===== config.mk =====
export PLATFORM = sky130hd
export DESIGN_NAME = fp_regfile_sb
export DESIGN_NICKNAME = d
export VERILOG_FILES = /design/src/rtl/fp_regfile_sb.sv
export SDC_FILE = /design/constraint.sdc
export NUM_CORES = 2
export LEC_CHECK = 0
export CAP_MARGIN = 20
export CELL_PAD_IN_SITES_DETAIL_PLACEMENT = 1
export CELL_PAD_IN_SITES_GLOBAL_PLACEMENT = 1
export CORE_AREA = 2 2 507 509
export DETAILED_ROUTE_END_ITERATION = 8
export DIE_AREA = 0 0 509 511
export HOLD_SLACK_MARGIN = 0.02
export PLACE_DENSITY_LB_ADDON = 0.15
export REMOVE_ABC_BUFFERS = 1
export SLEW_MARGIN = 20
export SYNTH_ARGS = -nofsm -noshare
export SYNTH_HDL_FRONTEND = slang
export SYNTH_SLANG_ARGS = --single-unit

===== constraint.sdc =====
create_clock -name clk -period 10 [get_ports clk]
set_input_delay 2 -clock clk [delete_from_list [all_inputs] [get_ports clk]]
set_output_delay 2 -clock clk [all_outputs]
set_load 0.02 [all_outputs]

===== src/rtl/fp_regfile_sb.sv =====
// rtl/fp_regfile_sb.sv - FP register file with busy scoreboard, NaN-boxing and optional bypass
// Define FP_REGFILE_BYPASS_EN to forward same-cycle writeback data/busy-clear to read ports.
module fp_regfile_sb #(
  parameter  int XLEN  = 64,
  parameter  int NREGS = 32,
  parameter  int NREAD = 3,
  localparam int AW    = $clog2(NREGS),
  localparam int CW    = $clog2(NREGS + 1)
) (
  input  logic                  clk,
  input  logic                  rst_n,
  input  logic                  wen,
  input  logic [AW-1:0]         waddr,
  input  logic [XLEN-1:0]       wdata,
  input  logic                  wsingle,
  input  logic                  iss_valid,
  input  logic [AW-1:0]         iss_addr,
  input  logic [NREAD*AW-1:0]   raddr,
  input  logic [NREAD-1:0]      rsingle,
  output logic [NREAD*XLEN-1:0] rdata,
  output logic [NREAD-1:0]      rbusy,
  output logic [CW-1:0]         busy_cnt
);

  logic [XLEN-1:0]  regs [NREGS];
  logic [NREGS-1:0] busy;
  logic [XLEN-1:0]  wval;
  logic             set_evt;
  logic             clr_evt;

  // Single-precision writebacks are stored already boxed so reads only need the check.
  if (XLEN == 64) begin : g_wbox64
    assign wval = wsingle ? {32'hFFFF_FFFF, wdata[31:0]} : wdata;
  end else begin : g_wbox32
    logic unused_single;
    assign wval          = wdata;
    assign unused_single = ^{wsingle, rsingle};
  end

  always_ff @(posedge clk or negedge rst_n) begin
    if (!rst_n) begin
      for (int i = 0; i < NREGS; i++) regs[i] <= '0;
    end else if (wen) begin
      regs[waddr] <= wval;
    end
  end

  // Issue wins over writeback on the same address, so a new producer is never lost.
  always_comb begin
    set_evt = iss_valid && !busy[iss_addr];
    clr_evt = wen && busy[waddr] && !(iss_valid && (iss_addr == waddr));
  end

  always_ff @(posedge clk or negedge rst_n) begin
    if (!rst_n) begin
      busy     <= '0;
      busy_cnt <= '0;
    end else begin
      if (wen)       busy[waddr]    <= 1'b0;
      if (iss_valid) busy[iss_addr] <= 1'b1;
      if (set_evt && !clr_evt && (busy_cnt != CW'(NREGS)))
        busy_cnt <= busy_cnt + CW'(1);
      else if (clr_evt && !set_evt && (busy_cnt != '0))
        busy_cnt <= busy_cnt - CW'(1);
    end
  end

  for (genvar p = 0; p < NREAD; p++) begin : g_rd
    logic [AW-1:0]   ra;
    logic [XLEN-1:0] sel;

    assign ra = raddr[p*AW +: AW];

`ifdef FP_REGFILE_BYPASS_EN
    logic hit;
    assign hit      = wen && (waddr == ra);
    assign sel      = hit ? wval : regs[ra];
    assign rbusy[p] = hit ? (iss_valid && (iss_addr == ra)) : busy[ra];
`else
    assign sel      = regs[ra];
    assign rbusy[p] = busy[ra];
`endif

    if (XLEN == 64) begin : g_unbox64
      assign rdata[p*XLEN +: XLEN] =
        (rsingle[p] && (sel[63:32] != 32'hFFFF_FFFF)) ? 64'hFFFF_FFFF_7FC0_0000 : sel;
    end else begin : g_raw32
      assign rdata[p*XLEN +: XLEN] = sel;
    end
  end

endmodule


### Yosys cells after proc, flatten, opt, wreduce, memory -nomap -nowiden

Index checks and enable logic that the tools add are counted.

* equal/unequal tests: 5
* bitwise logic cells: 7
* reduce and logical (&&, ||, !) cells: 20
* multiplexer cells: 34
* add/sub/neg operators: 2
* $lt $le $gt $ge: 12

Operators by type and width (count)
* bitwise mux 2048 bit: 1
* binary-select mux 64 bit (select 5 bit): 3
* two-way mux 64 bit: 11
* demux 64 bit (select 5 bit): 1
* != test 32 bit (second input constant): 3
* two-way mux 32 bit: 2
* bitwise AND 32 bit: 1
* inverter 32 bit: 1
* OR 32 bit: 1
* less-than comparator 5 x 6 -> 1 bit (second input constant): 5
* binary-select mux 1 bit (select 5 bit): 5
* >= comparator 6 bit (second input constant): 4
* inverter 5 -> 6 bit: 4
* logical AND 1 bit: 14
* two-way mux 6 bit: 2
* demux 1 bit (select 5 bit): 2
* >= comparator 5 x 1 -> 1 bit (second input constant): 2
* two-way mux 1 bit: 7
* adder 6 x 1 -> 6 bit (second input constant): 1
* less-than comparator 6 x 1 -> 1 bit (second input constant): 1
* != test 6 bit (second input constant): 1
* nonzero test 6 bit: 1
* subtractor 6 x 1 -> 6 bit (second input constant): 1
* == test 5 bit: 1
* other kinds (2): 5

* output and inout port bits: 201
* input port bits: 97
* register bits after elaboration: 2086
* word-level logic and storage cells: 114

### Depth between registers and ports, before layout

* word-level depth: 9
* mapped depth: 16
* depth with buffers taken out: 14

### Worst setup path before layout

No wires, ideal clock.

* kind: in2out
* start point: in raddr[0]
* end point: out rdata[29]
* data required time: 8.000 ns
* arrival: 4.836 ns
* buffers on the path: 6
* stages on the path: 10
* path slack: 3.164 ns
* cells stage by stage: buf_4 -> buf_6 -> buf_6 -> buf_6 -> buf_4 -> buf_1 -> mux4_2 -> mux4_2 -> nor2b_1 -> a211o_1

* cells in the longest elaborated chain, start to end: 7

Ends and longest elaborated chain
* from (decl): RTL line 18 `input logic [NREAD*AW-1:0] raddr,`
* inverter 5 -> 6 bit (implied by the code) (*): RTL line 80 `assign sel = regs[ra];`
* binary-select mux 64 bit (select 5 bit) (*): RTL line 80
* two-way mux 64 bit (implied by the code) (*) (2 in a row): RTL line 80
* != test 32 bit: RTL line 86 `(rsingle[p] && (sel[63:32] != 32'hFFFF_FFFF)) ? 64'hFFFF_FFFF_7FC0_0000 : sel;`
* logical AND 1 bit: RTL line 86
* two-way mux 64 bit (*): RTL line 86
* to (decl): RTL line 20 `output logic [NREAD*XLEN-1:0] rdata,`

Mark *: on every way between the ends. The rest lies on a longest branch, timed or not. The select of a mux whose other input is x is not followed.

### Worst setup path after layout

* start point: in raddr[10]
* end point: out rdata[155]

Same word-level chain as after synthesis.

==> results.md <==
* Finished Core Util at 55.3%
* GPL Wtd Cong at 1.05
* Clock Tree Root: clkbuf_16
* Sw Ratio at 33.5%
* Status: completed
* Largest family of logic cells by synthesized area: multiplexers
* Average cell area after synthesis at 13.1 µm²
* Max Cap Viol at 0
* Crit-path most repeated cell: buf_4
* Fill count at 24500
* Layout area overhead at 11.3%
* RSZ-0062 raised after global routing: no
* DR vias at roughly 99000
* Relative slew slack at 16.3%
* CP arrival at 7.70 ns
* Top cells by area, synth: dfrtp_1 (41%), mux4_2 (29%), mux2_2 (9.3%)
* CP Launch Type: primary input
* Mux contribution to synthesized area at 41.5%
* Row cnt at between 150 and 200
* DRT antenna net count at 0
* CP max stage cell: a211oi_1
* Worst R2R Start: busy[31]
* CTS Buffer Depth at 3
* Post-synth top area share at 41.1%
* CP max stage delay at 0.98 ns
* Critical path, cell by cell: buf_8, buf_12, nor2b_1, buf_4, a22oi_1, nand3_1, nand2_1, a211oi_1, nor3_1, a41oi_4, buf_4, a211o_1, clkdlybuf4s50_1
* H-tree levels at 4
* Die H at 511 µm
* Port Buffers at 297
* Hold Startpoint: regs[1776]
* Switching power at 10100 µW
* WS Path Type: in -> out
* Yosys warns at 0
* Clk_skew at 0.00485 ns
* XOR/XNOR Fraction of Synth Area at 0.0621%
* Maximum vdd drop at 195 µV
* Drt total wl at 544 mm
* Non-filler cells, final at 13100
* Top_reg_cell synth: dfrtp_1
* CTS Hold Bufs at 0
* Post-synth EDFFs at 0
* Critical path capture point type: output port
* Most frequent cells in the layout: dfrtp_1 (2086), mux4_2 (1607), mux2_2 (1048), nor2_1 (1012), a21oi_1 (949)
* Internal power at 20000 µW
* CTS Sinks at 2086
* Critical Path RT at 8.00 ns
* Slew at the pin with the worst max-slew slack at about 1.2 ns
* Synth area leader: dfrtp_1
* Vias per std cell at 7.56
* PD cells at approximately 210 nW/µm²
* Io pins at about 300
* Final setup TNS at 0 ns
* Sequential Power Share at between 40% and 50%
* Post-Synthesis Cells at 9718
* Largest net degree at the start of global routing at 173
* Lkg Pwr at between 0.05 and 0.06 µW
* Share of flip-flops with an asynchronous set or reset at 100%
* Total CTS buffers at ~230
* F_max at between 100 and 150 MHz
* Drt pass-1 iters at 9
* Residual DRC count at 0
* Die area at 260000 µm²
* Simple-gate portion of the synthesized area at 6.17%
* Layout cells sized above 1 at 36.1%
* Total Routing Usage GR at 41.7%
* WL/cell at 41.4 µm
* Clk slew on worst S/H paths at 0.06 ns
* Commonest non-fill, non-tap cell in the layout: dfrtp_1
* Post-synthesis register bit count at approximately 2100
* Global route overflow at 0
* Final period utilization at 97.0%
* Critical Path Source: raddr[10]
* Hold Crit Class: reg -> reg
* Detailed placement HPWL at between 300 and 400 mm
* Initial drt markers at 13800
* Initial Util at 49.7%
* Clock latency on the worst-skew pair at roughly 0.86 ns
* Post-CTS Setup Inserts at 0
* CTS tree: built
* Synth Area in Adders at 0.0552%
* Clk network pwr share at 30.1%
* Vias in the first global route at 101000
* # setup viols final at 0
* Cts repair resizes at 0
* Core Region at 255000 µm²
* Synth cell types at 72
* Crit path time final at 9.70 ns
* Die Span X at 509 µm
* Fin nets at 9622
* Max FO, Critical Path at 50
* Slew Viols, Final at 0
* Synthesized area at between 100000 and 150000 µm²
* Antenna violations before repair at 53
* First-pass GRT wire length at 776 mm
* Synth Area in Compound Gates at roughly 7.2%
* Endpoints failing hold at 0
* Seq/Total Area, Yosys at between 40% and 50%
* Comb power frac at 28.5%
* Post-placement cell count at 12700
==> kinds of logic after synthesis <==
group,count (synthesis)
AO/OA/AOI/OAI,1585
XOR/XNOR,9
adder cells (fa/ha/maj),5
buffers and inverters,1083
flip-flops,2086
multiplexers,3128
AND/OR/NAND/NOR,1822
==> per-stage QoR <==
stage	total power (µW)	hold slack (ns)	area, µm²	setup WS [ns]
6_report	30100	0.534	141000	0.301
5_1_grt	31000	0.562	141000	0.481
4_1_cts	29800	0.532	141000	0.816
3_5_place_dp	20700	0.519	133000	0.842
3_3_place_gp	20300	0.498	133000	0.667
2_1_floorplan	17100	0.477	122000	0.759
==> metal layers <==
| layer | global-route usage, % | vias to the layer above | share of wire [%] |
|---|---|---|---|
| met1 | 55.3 | 53200 | 37 |
| met5 | 0 | - | 0.064 |
| met2 | 60.7 | 7098 | 44 |
| met3 | 12.4 | 1908 | 12 |
| li1 | - | 37000 | - |
| met4 | 25.5 | 48 | 7.5 |
==> registers in the layout, summed over array words and instances, names as in the netlist <==
register / flops
busy_cnt: 6
busy: 32
regs: 2048
==> path summary, 6_finish.rpt <==
kind                                to  slack, ns  cells past startpoint
min                         regs[1776]       0.53                      2
max                         rdata[155]       0.30                     13
max in group asynchronous   regs[1173]       6.64                      3
max reg2reg                busy_cnt[5]       6.18                     11
min in group asynchronous  busy_cnt[2]       1.03                      1
min reg2reg                 regs[1776]       0.53                      2
==> worst max-delay path, delay by kind of cell <==
kind                   cells  cell delay, ns
buffers and inverters      5            2.44
AO/OA/AOI/OAI              4            1.65
AND/OR/NAND/NOR            4            1.44
==> final cells by class <==
type	instances	area, µm²	area share, %
diodes	26	65.1	0.0461
clock buffers	361	7010	4.97
clock inverters	67	955	0.676
inverters	19	83.8	0.0594
multi-input cells	6549	70300	49.8
flip-flops and latches	2086	52200	37.0
well taps	3384	4230	3.00
repair buffers	631	6420	4.54
==> Yosys cell counts, types with 5 or more instances <==
| master | n |
|---|---|
| a211o_1 | 19 |
| a211oi_1 | 18 |
| a21o_1 | 5 |
| a21oi_1 | 949 |
| a221oi_1 | 44 |
| a22o_1 | 19 |
| a22oi_1 | 196 |
| a31oi_1 | 10 |
| a32oi_1 | 9 |
| and2_1 | 31 |
| and3_1 | 10 |
| and4_1 | 6 |
| buf_1 | 142 |
| buf_2 | 230 |
| buf_4 | 66 |
| buf_6 | 33 |
| buf_8 | 5 |
| clkbuf_1 | 587 |
| dfrtp_1 | 2086 |
| inv_1 | 15 |
| mux2_2 | 1048 |
| mux2i_1 | 472 |
| mux4_2 | 1607 |
| nand2_1 | 349 |
| nand2b_1 | 68 |
| nand3_1 | 56 |
| nand3b_1 | 19 |
| nand4_1 | 45 |
| nor2_1 | 1081 |
| nor2b_1 | 64 |
| nor3_1 | 14 |
| nor3b_1 | 7 |
| nor4_1 | 18 |
| o2111ai_1 | 5 |
| o211ai_1 | 17 |
| o21ai_0 | 205 |
| o221ai_1 | 6 |
| o22ai_1 | 62 |
| or2_2 | 29 |
| or3_1 | 8 |
| xnor2_1 | 8 |
==> power groups by stage <==
stage	clock [µW]	combinational (µW)	sequential (µW)
6_report	9060	8570	12400
5_1_grt	9440	8950	12600
4_1_cts	9120	8390	12300
3_5_place_dp	0	8320	12400
3_3_place_gp	0	8100	12200
2_1_floorplan	0	5440	11700
Note: power is estimated with default switching activity, not from simulation.
